===== config.mk =====
export PLATFORM = sky130hd
export DESIGN_NAME = bldc_phase_drive
export DESIGN_NICKNAME = d
export VERILOG_FILES = /design/src/rtl/bldc_pkg.sv /design/src/rtl/phase_nonoverlap.sv /design/src/rtl/bldc_phase_drive.sv
export SDC_FILE = /design/constraint.sdc
export NUM_CORES = 1
export LEC_CHECK = 0
export CELL_PAD_IN_SITES_DETAIL_PLACEMENT = 0
export CELL_PAD_IN_SITES_GLOBAL_PLACEMENT = 1
export CORE_MARGIN = 1
export CORE_UTILIZATION = 48
export DETAILED_ROUTE_END_ITERATION = 8
export DONT_BUFFER_PORTS = 1
export GPL_TIMING_DRIVEN = 1
export PLACE_DENSITY_LB_ADDON = 0.12
export SLEW_MARGIN = 20
export SYNTH_ARGS = -nofsm -noshare
export SYNTH_HDL_FRONTEND = slang
export SYNTH_SLANG_ARGS = --single-unit

===== constraint.sdc =====
create_clock -name clk -period 2 [get_ports clk]
set_clock_uncertainty 0.2 [all_clocks]
set_input_delay 0.2 -clock clk [delete_from_list [all_inputs] [get_ports clk]]
set_output_delay 0.2 -clock clk [all_outputs]
set_load 0.005 [all_outputs]

===== src/rtl/bldc_pkg.sv =====
// bldc_pkg: shared types and constants for the BLDC phase drive.
//   sel_t          - per-phase commutation select (HIGH_Z/REV/FWD/BRAKE)
//   sel_set_t      - the three phase selects {grn, ylw, blu}
//   dt_state_t     - dead-time FSM states used by phase_nonoverlap
//   commutate()    - hall state -> phase selects
//   gate_pair()    - phase select + PWM level -> desired {high, low}
package bldc_pkg;

    typedef enum logic [1:0] {
        HIGH_Z = 2'b00,
        REV    = 2'b01,
        FWD    = 2'b10,
        BRAKE  = 2'b11
    } sel_t;

    typedef struct packed {
        sel_t grn;
        sel_t ylw;
        sel_t blu;
    } sel_set_t;

    typedef enum logic {
        FOLLOW = 1'b0,
        DEAD   = 1'b1
    } dt_state_t;

    localparam int unsigned DEAD_TIME_DEFAULT = 32;
    localparam logic [10:0] MIN_DUTY_DEFAULT  = 11'h400;
    localparam logic [10:0] BRAKE_DUTY        = 11'h600;

    // Six-step commutation; the two invalid hall codes float every phase.
    function automatic sel_set_t commutate(input logic [2:0] state);
        sel_set_t s;
        s = '{grn: HIGH_Z, ylw: HIGH_Z, blu: HIGH_Z};
        case (state)
            3'b101:  s = '{grn: FWD,    ylw: REV,    blu: HIGH_Z};
            3'b100:  s = '{grn: FWD,    ylw: HIGH_Z, blu: REV};
            3'b110:  s = '{grn: HIGH_Z, ylw: FWD,    blu: REV};
            3'b010:  s = '{grn: REV,    ylw: FWD,    blu: HIGH_Z};
            3'b011:  s = '{grn: REV,    ylw: HIGH_Z, blu: FWD};
            3'b001:  s = '{grn: HIGH_Z, ylw: REV,    blu: FWD};
            default: s = '{grn: HIGH_Z, ylw: HIGH_Z, blu: HIGH_Z};
        endcase
        return s;
    endfunction

    // Desired {high, low} gate pair; brake shorts the low sides during PWM-off.
    function automatic logic [1:0] gate_pair(input sel_t sel, input logic pwm);
        logic [1:0] p;
        case (sel)
            FWD:     p = {pwm, ~pwm};
            REV:     p = {~pwm, pwm};
            BRAKE:   p = {1'b0, ~pwm};
            default: p = 2'b00;
        endcase
        return p;
    endfunction

endpackage


===== src/rtl/phase_nonoverlap.sv =====
// phase_nonoverlap: dead-time insertion for one inverter half-bridge.
//   clk, rst            - clock, synchronous active-high reset
//   des_high, des_low   - desired gate pair for this phase
//   high, low           - registered gate drives
// Any change of the desired pair blanks both gates for DEAD_TIME clocks;
// a further change while blanked restarts the blanking interval.
module phase_nonoverlap
    import bldc_pkg::*;
#(
    parameter int unsigned DEAD_TIME = DEAD_TIME_DEFAULT
) (
    input  logic clk,
    input  logic rst,
    input  logic des_high,
    input  logic des_low,
    output logic high,
    output logic low
);

    localparam int unsigned CNT_W = (DEAD_TIME > 1) ? $clog2(DEAD_TIME) : 1;

    dt_state_t        state_q, state_d;
    logic [CNT_W-1:0] cnt_q, cnt_d;
    logic [1:0]       des_q;
    logic [1:0]       gate_d;
    logic [1:0]       des;

    assign des = {des_high, des_low};

    // The clock on which the change is seen is already blanked, so the
    // counter is loaded with DEAD_TIME-1 to give DEAD_TIME blank clocks.
    always_comb begin
        state_d = state_q;
        cnt_d   = cnt_q;
        gate_d  = 2'b00;
        if (des != des_q) begin
            state_d = DEAD;
            cnt_d   = CNT_W'(DEAD_TIME - 1);
        end else if (state_q == DEAD) begin
            if (cnt_q == '0) begin
                state_d = FOLLOW;
                gate_d  = des_q;
            end else begin
                cnt_d = cnt_q - CNT_W'(1);
            end
        end else begin
            gate_d = des_q;
        end
    end

    always_ff @(posedge clk) begin
        if (rst) begin
            state_q <= FOLLOW;
            cnt_q   <= '0;
            des_q   <= '0;
            high    <= 1'b0;
            low     <= 1'b0;
        end else begin
            state_q <= state_d;
            cnt_q   <= cnt_d;
            des_q   <= des;
            high    <= gate_d[1];
            low     <= gate_d[0];
        end
    end

endmodule


===== src/rtl/bldc_phase_drive.sv =====
// bldc_phase_drive: three-phase BLDC commutation, PWM and gate drive.
//   clk, rst                    - clock, synchronous active-high reset
//   drv_mag[11:0]               - unsigned drive magnitude
//   hallGrn/hallYlw/hallBlu     - asynchronous hall sensors
//   brake_n                     - active-low regenerative brake request
//   duty[10:0], PWM_sig         - registered PWM duty and waveform
//   selGrn/selYlw/selBlu[1:0]   - registered phase selects
//   high*/low*                  - dead-time protected gate drives
// Build option BRAKE_FIXED_DUTY_EN: while braking, duty is forced to 0x600.
module bldc_phase_drive
    import bldc_pkg::*;
#(
    parameter int unsigned DEAD_TIME = DEAD_TIME_DEFAULT,
    parameter logic [10:0] MIN_DUTY  = MIN_DUTY_DEFAULT
) (
    input  logic        clk,
    input  logic        rst,
    input  logic [11:0] drv_mag,
    input  logic        hallGrn,
    input  logic        hallYlw,
    input  logic        hallBlu,
    input  logic        brake_n,
    output logic [10:0] duty,
    output logic        PWM_sig,
    output logic [1:0]  selGrn,
    output logic [1:0]  selYlw,
    output logic [1:0]  selBlu,
    output logic        highGrn,
    output logic        lowGrn,
    output logic        highYlw,
    output logic        lowYlw,
    output logic        highBlu,
    output logic        lowBlu
);

    logic [2:0]  hall_meta;
    logic [2:0]  hall_sync;
    sel_set_t    sel_q;
    sel_set_t    sel_d;
    logic [10:0] duty_d;
    logic [10:0] pwm_cnt;
    logic [1:0]  des_grn, des_ylw, des_blu;

    // Two-flop synchronizer; rotation state is {Grn, Ylw, Blu}.
    always_ff @(posedge clk) begin
        if (rst) begin
            hall_meta <= '0;
            hall_sync <= '0;
        end else begin
            hall_meta <= {hallGrn, hallYlw, hallBlu};
            hall_sync <= hall_meta;
        end
    end

    always_comb begin
        sel_d = commutate(hall_sync);
        if (!brake_n) begin
            sel_d = '{grn: BRAKE, ylw: BRAKE, blu: BRAKE};
        end
    end

    // MIN_DUTY + 10-bit magnitude tops out at 0x7FF, so no saturation.
    always_comb begin
`ifdef BRAKE_FIXED_DUTY_EN
        duty_d = brake_n ? (MIN_DUTY + {1'b0, drv_mag[11:2]}) : BRAKE_DUTY;
`else
        duty_d = MIN_DUTY + {1'b0, drv_mag[11:2]};
`endif
    end

    always_ff @(posedge clk) begin
        if (rst) begin
            sel_q   <= '{grn: HIGH_Z, ylw: HIGH_Z, blu: HIGH_Z};
            duty    <= '0;
            pwm_cnt <= '0;
            PWM_sig <= 1'b0;
        end else begin
            sel_q   <= sel_d;
            duty    <= duty_d;
            pwm_cnt <= pwm_cnt + 11'd1;
            PWM_sig <= (pwm_cnt < duty);
        end
    end

    assign selGrn = sel_q.grn;
    assign selYlw = sel_q.ylw;
    assign selBlu = sel_q.blu;

    assign des_grn = gate_pair(sel_q.grn, PWM_sig);
    assign des_ylw = gate_pair(sel_q.ylw, PWM_sig);
    assign des_blu = gate_pair(sel_q.blu, PWM_sig);

    phase_nonoverlap #(.DEAD_TIME(DEAD_TIME)) u_grn (
        .clk      (clk),
        .rst      (rst),
        .des_high (des_grn[1]),
        .des_low  (des_grn[0]),
        .high     (highGrn),
        .low      (lowGrn)
    );

    phase_nonoverlap #(.DEAD_TIME(DEAD_TIME)) u_ylw (
        .clk      (clk),
        .rst      (rst),
        .des_high (des_ylw[1]),
        .des_low  (des_ylw[0]),
        .high     (highYlw),
        .low      (lowYlw)
    );

    phase_nonoverlap #(.DEAD_TIME(DEAD_TIME)) u_blu (
        .clk      (clk),
        .rst      (rst),
        .des_high (des_blu[1]),
        .des_low  (des_blu[0]),
        .high     (highBlu),
        .low      (lowBlu)
    );

endmodule


* Word level (Yosys, flattened, before mapping)
Index checks and enable logic that the tools add are counted.
** Word-level totals
- Register bits :: 65
- Input port bits :: 18
** Cells by class
- Add/subtract/negate cells :: 5
- Order comparisons :: 1
- Eq/ne operators :: 21
- Multiplexer cells :: 29
- Bitwise operators :: 1
- Reductions and logical operators :: 12
** Operators by type and width (number)
- 5-bit 2-to-1 mux :: 9
- 6-bit case mux with 6 select lines :: 1
- 2-bit case mux with 3 select lines :: 3
- 5-bit zero test :: 3
- 5-bit by 1-bit subtractor with 5-bit output, second input constant :: 3
- 2-bit equality test, second input constant :: 6
- 2-bit 2-to-1 mux :: 6
- 11-bit by 1-bit adder with 11-bit output, second input constant :: 1
- 11-bit by 10-bit adder with 11-bit output, first input constant :: 1
- 11-bit less-than comparator :: 1
- 3-bit equality test, second input constant :: 3
- 1-bit 2-to-1 mux :: 9
- 2-bit by 1-bit equality test with 1-bit output, second input constant :: 3
- 3-bit by 2-bit equality test with 1-bit output, second input constant :: 2
- 6-bit 2-to-1 mux :: 1
- 2-bit by 1-bit != test with 1-bit output, second input constant :: 3
- 2-bit != test :: 3
- 2-bit AND reduction :: 3
- 2-bit nonzero test :: 3
- 2-bit OR reduction :: 3
- 3-bit by 1-bit equality test with 1-bit output, second input constant :: 1
- 1-bit inverter :: 1

* Depth between registers and ports, before layout
Gate-level depths: netlist of run 1.
- Depth after elaboration :: 5
- Gate-level depth with buffers :: 6
- Depth with buffers taken out :: 6

* Cells and area by module
From an unflattened synthesis of run 1, not the netlist that was laid out.
** Second synthesis, totals
- Cells, all modules :: 281
- Area total of the unflattened synthesis :: 2766.4 µm²
** Modules (own cells, without submodules)
- bldc_phase_drive :: times used 1, cells an instance 152, area an instance 1467.7 µm², seq. area each 700.7 µm²
- phase_nonoverlap :: times used 3, cells an instance 43, area an instance 432.9 µm², seq. area each 200.2 µm²

* Worst setup path before layout of run 1
No wires, ideal clock.
- Path type :: reg-to-reg
- Start point :: register u_ylw.cnt_q[0]
- End point :: register u_ylw.cnt_q[1]
- Library setup time :: 0.074 ns
- Data arrival time :: 1.425 ns
- Setup slack :: 0.301 ns
- Stages on the path, launching flop included :: 7
- Buffers on the path :: 0
- Path through :: dfxtp_1 inv_1 ha_1 inv_1 o41ai_2 mux2_2 o21ai_0
** On the way
- Word-level cells in the longest chain between the ends :: 4
** RTL lines
- from (decl) :: line phase_nonoverlap.sv:23 : logic [CNT_W-1:0] cnt_q, cnt_d;
- from (signal assigned) :: line phase_nonoverlap.sv:60 : cnt_q <= cnt_d;
- 5-bit by 1-bit subtractor with 5-bit output :: line phase_nonoverlap.sv:44 : cnt_d = cnt_q - CNT_W'(1);
- 5-bit 2-to-1 mux :: line phase_nonoverlap.sv:40 : if (cnt_q == '0) begin
- 5-bit 2-to-1 mux :: line phase_nonoverlap.sv:39 : end else if (state_q == DEAD) begin
- 5-bit 2-to-1 mux :: line phase_nonoverlap.sv:36 : if (des != des_q) begin
Several ways; a longest one is shown, not always the timed one. The select of a mux whose other input is x is not followed.
A chain may end at the register's enable or synchronous reset.

* Final worst setup path of run 1
- Start point :: register u_grn.cnt_q[0]
- End point :: register u_grn.cnt_q[0]
** On the way
- Word-level cells in the longest chain between the ends :: 4
** RTL lines (line)
- from (decl) :: phase_nonoverlap.sv:23
- from (signal assigned) :: phase_nonoverlap.sv:60
- 5-bit by 1-bit subtractor with 5-bit output :: phase_nonoverlap.sv:44
- 5-bit 2-to-1 mux :: phase_nonoverlap.sv:40
- 5-bit 2-to-1 mux :: phase_nonoverlap.sv:39
- 5-bit 2-to-1 mux :: phase_nonoverlap.sv:36
Several ways; a longest one is shown, not always the timed one. The select of a mux whose other input is x is not followed.

==> impl_metrics.tcl, run 1 <==
set metrics [dict create \
    status "finished clean" \
    route.detailed.drc 0 \
    ys_async_sr_fraction 0 \
    p_leak_uw 0.001260 \
    multi_input_area_um2 1316 \
    swShare 0.2510 \
    numCtsBuffers 9 \
    regArea_um2 1301 \
    synth-edff-count 0 \
    crit_path_max_incr_delay_ps 490 \
    insertion_delay_ps 330 \
    grt_start_max_net_pins 60 \
    relSlewSlack 0.7321 \
    cp-start-kind "flip-flop" \
    cts_tree "built" \
    cp.required_ps 2020 \
    core_region_area_um2 5507 \
    ir_drop_uv 595.1 \
    ys_seq_elements 65 \
    cap_violations 0 \
    seq_area_frac_synth 0.4745 \
    synth_cell_types 46 \
    clock_path_buffers 2 \
    critPathSlowestCell "or4b_4" \
    period_needed_ps 1722 \
    critPathKind "reg2reg" \
    rsz0062_at_grt "no" \
    synthCells 283 \
    initial_core_util 0.4981 \
    grt_overflow_total 0 \
    num_rows 27 \
    drt-total-wl_um 4731 \
    timing.setup.tns_ps 0 \
    drv_slew 0 \
    drtIter0Drc 57 \
    gp_congestion 0.7447 \
    syn_area_um2 2743 \
    wl_per_cell_um 12.29 \
    die_area_um2 6020 \
    seq_power_share 0.491 \
    critical_path_arrival_ps 1740 \
    ant_nets 0 \
    grt_usage 0.1822 \
    drive_gt1_frac 0.09904 \
    antenna_cells 0 \
    htree_levels 3 \
    numClockSinks 65 \
    antenna_found_initial 0 \
    dr.pass1.iters 4 \
    ys.flop_type "dfxtp_1" \
    nets 340 \
    avgSynthCellArea_um2 9.691 \
    finalSetupViolations 0 \
    routed_via_density 5.106 \
    die_h_um 77.59 \
    cp_cell_sequence "inv_1, ha_1, or4b_4, nand2_2, xnor2_1, a21oi_1" \
    path_clk_slew_ps 60 \
    place_area_um2 2828 \
    vias 1966 \
    fin_area_um2 3233 \
    first_global_vias 1955 \
    place.detailed.hpwl_um 3040 \
    power_switching_uw 779.5 \
    die_w_um 77.59 \
    cp-end-kind "flip-flop" \
    clkPwrFrac 0.366 \
    crit_fanout 6 \
    portBuffers 0 \
    final_cell_mix "dfxtp_1 (65), a21oi_1 (27), inv_1 (25), nor2b_1 (20)" \
    fin_crit_sh 0.8612 \
    io_pins 42 \
    tightest_slew_ps 396.8 \
    post-cts-setup-buffers 0 \
    final_common_cell "dfxtp_1" \
    p_int_uw 2326 \
    cts_root_buf "clkbuf_8" \
    fillers 490 \
    hold_viol 0 \
    grt_pass1_wl_um 8493 \
    p_per_area_nw_per_um2 960.6 \
    area_growth_syn_to_layout_pct 17.88 \
    hp-class "in2reg" \
    combinationalPowerShare 0.143 \
    synth_nets 315 \
    ys_warn_count 0 \
    max_freq_mhz 580.6 \
]
## per-layer routing
metal,vias up,wire [um],GRT usage
li1,1035,-,-
met1,885,2265,0.2082
met2,39,2168,0.2929
met3,7,233,0.08353
met4,0,63,0.07547
met5,-,0,0
## path summary, 6_finish.rpt
check,endpoint,cells past startpoint,start,slack [ps]
worst max register to register,u_grn.cnt_q[0],6,u_grn.cnt_q[0],280
worst max-delay path,u_grn.cnt_q[0],6,u_grn.cnt_q[0],280
worst min-delay path,u_ylw.cnt_q[4],2,rst,5
worst min register to register,hall_sync[2],1,hall_meta[2],230
## cell usage after synthesis (3+ instances only)
cell	count	area (um2)
dfxtp_1	65	1301
a21oi_1	27	135.1
inv_1	25	93.84
nor2b_1	20	125.1
o21ai_0	17	85.08
ha_1	14	175.2
nand2_1	11	41.29
xnor2_1	11	96.34
nor2_1	10	37.54
nand2b_1	7	43.79
nand3_1	7	35.03
nand3b_1	7	52.55
clkbuf_1	5	18.77
xor2_1	5	43.79
nor3_1	4	20.02
nor4b_1	4	35.03
and4b_1	3	30.03
mux2i_1	3	30.03
o31ai_1	3	22.52
## final cells by class
class,count,share of cell area
clock buffers,14,0.05341
clock inverters,2,0.01084
inverters,26,0.03019
multi-input cells,185,0.4071
flip-flops and latches,65,0.4025
well taps,72,0.02786
repair buffers,21,0.06811
## registers in the layout, indices dropped and copies added (netlist names)
signal / cells
u_blu.cnt_q: 5
selGrn: 2
hall_sync: 3
u_blu.high: 1
u_ylw.state_q: 1
pwm_cnt: 11
u_grn.des_q: 2
duty: 11
selYlw: 2
u_grn.cnt_q: 5
PWM_sig: 1
u_ylw.low: 1
hall_meta: 3
u_grn.state_q: 1
u_ylw.cnt_q: 5
u_grn.low: 1
u_blu.des_q: 2
selBlu: 2
u_blu.state_q: 1
u_ylw.high: 1
u_blu.low: 1
u_grn.high: 1
u_ylw.des_q: 2
## worst max-delay path, delay by kind of cell (launching register included)
| family | cells | cell delay (ps) |
|---|---|---|
| and+or+nand+nor | 2 | 630 |
| buffers and inverters | 1 | 80 |
| AOI/OAI and AO/OA | 1 | 80 |
| DFF | 1 | 310 |
| xor gates and xnor gates | 1 | 130 |
| adders and majority gates | 1 | 190 |
## kinds of logic after synthesis
family                     share of synthesized area
xor gates and xnor gates                     0.05109
adders and majority gates                    0.06387
DFF                                           0.4745
and+or+nand+nor                               0.1994
buffers and inverters                        0.04562
muxes                                        0.01916
AOI/OAI and AO/OA                             0.1464
## power by group through the flow
stage | logic (uW) | registers [uW] | clock network [uW]
floorplan | 338 | 1530 | 0
global placement | 383 | 1550 | 0
detailed placement | 395 | 1550 | 0
CTS | 447 | 1530 | 1180
global route | 510 | 1540 | 1240
finish | 443 | 1530 | 1140
## timing repair
item / CTS / global route
gates resized for setup: 0 / 0
endpoints found under the setup margin: 0 / 0
hold buffers: 18 / 0
endpoints found under the hold margin: 64 / 0
## metrics by stage
step / total power (uW) / cells / setup WS [ps] / utilization / hold slack (ps)
floorplan: 1865 / 283 / 300.6 / - / 77.27
global placement: 1935 / 351 / 289.2 / 0.5135 / 73.25
detailed placement: 1949 / 351 / 288.4 / 0.5135 / 76.09
CTS: 3156 / 385 / 275.7 / 0.5871 / 4.998
global route: 3297 / 385 / 173.8 / 0.5871 / 16.16
finish: 3106 / 385 / 277.6 / 0.5871 / 5.353
Note: power is estimated with default switching activity, not from simulation.
==> run 2: changes to the inputs <==
--- a/config.mk
+++ b/config.mk
@@ -9,11 +9,12 @@
 export CELL_PAD_IN_SITES_GLOBAL_PLACEMENT = 1
 export CORE_MARGIN = 1
 export CORE_UTILIZATION = 48
+export CTS_CLUSTER_SIZE = 10
 export DETAILED_ROUTE_END_ITERATION = 8
 export DONT_BUFFER_PORTS = 1
 export GPL_TIMING_DRIVEN = 1
 export PLACE_DENSITY_LB_ADDON = 0.12
-export SLEW_MARGIN = 20
+export SLEW_MARGIN = 5
 export SYNTH_ARGS = -nofsm -noshare
 export SYNTH_HDL_FRONTEND = slang
 export SYNTH_SLANG_ARGS = --single-unit
==> results of run 2 <==
The final DEF is identical to that of run 1; final timing and power are the same.
==> run 3: changes to the inputs <==
--- a/config.mk
+++ b/config.mk
@@ -5,6 +5,7 @@
 export SDC_FILE = /design/constraint.sdc
 export NUM_CORES = 1
 export LEC_CHECK = 0
+export CAP_MARGIN = 40
 export CELL_PAD_IN_SITES_DETAIL_PLACEMENT = 0
 export CELL_PAD_IN_SITES_GLOBAL_PLACEMENT = 1
 export CORE_MARGIN = 1
==> results of run 3 <==
The final DEF is identical to that of run 1; final timing and power are the same.
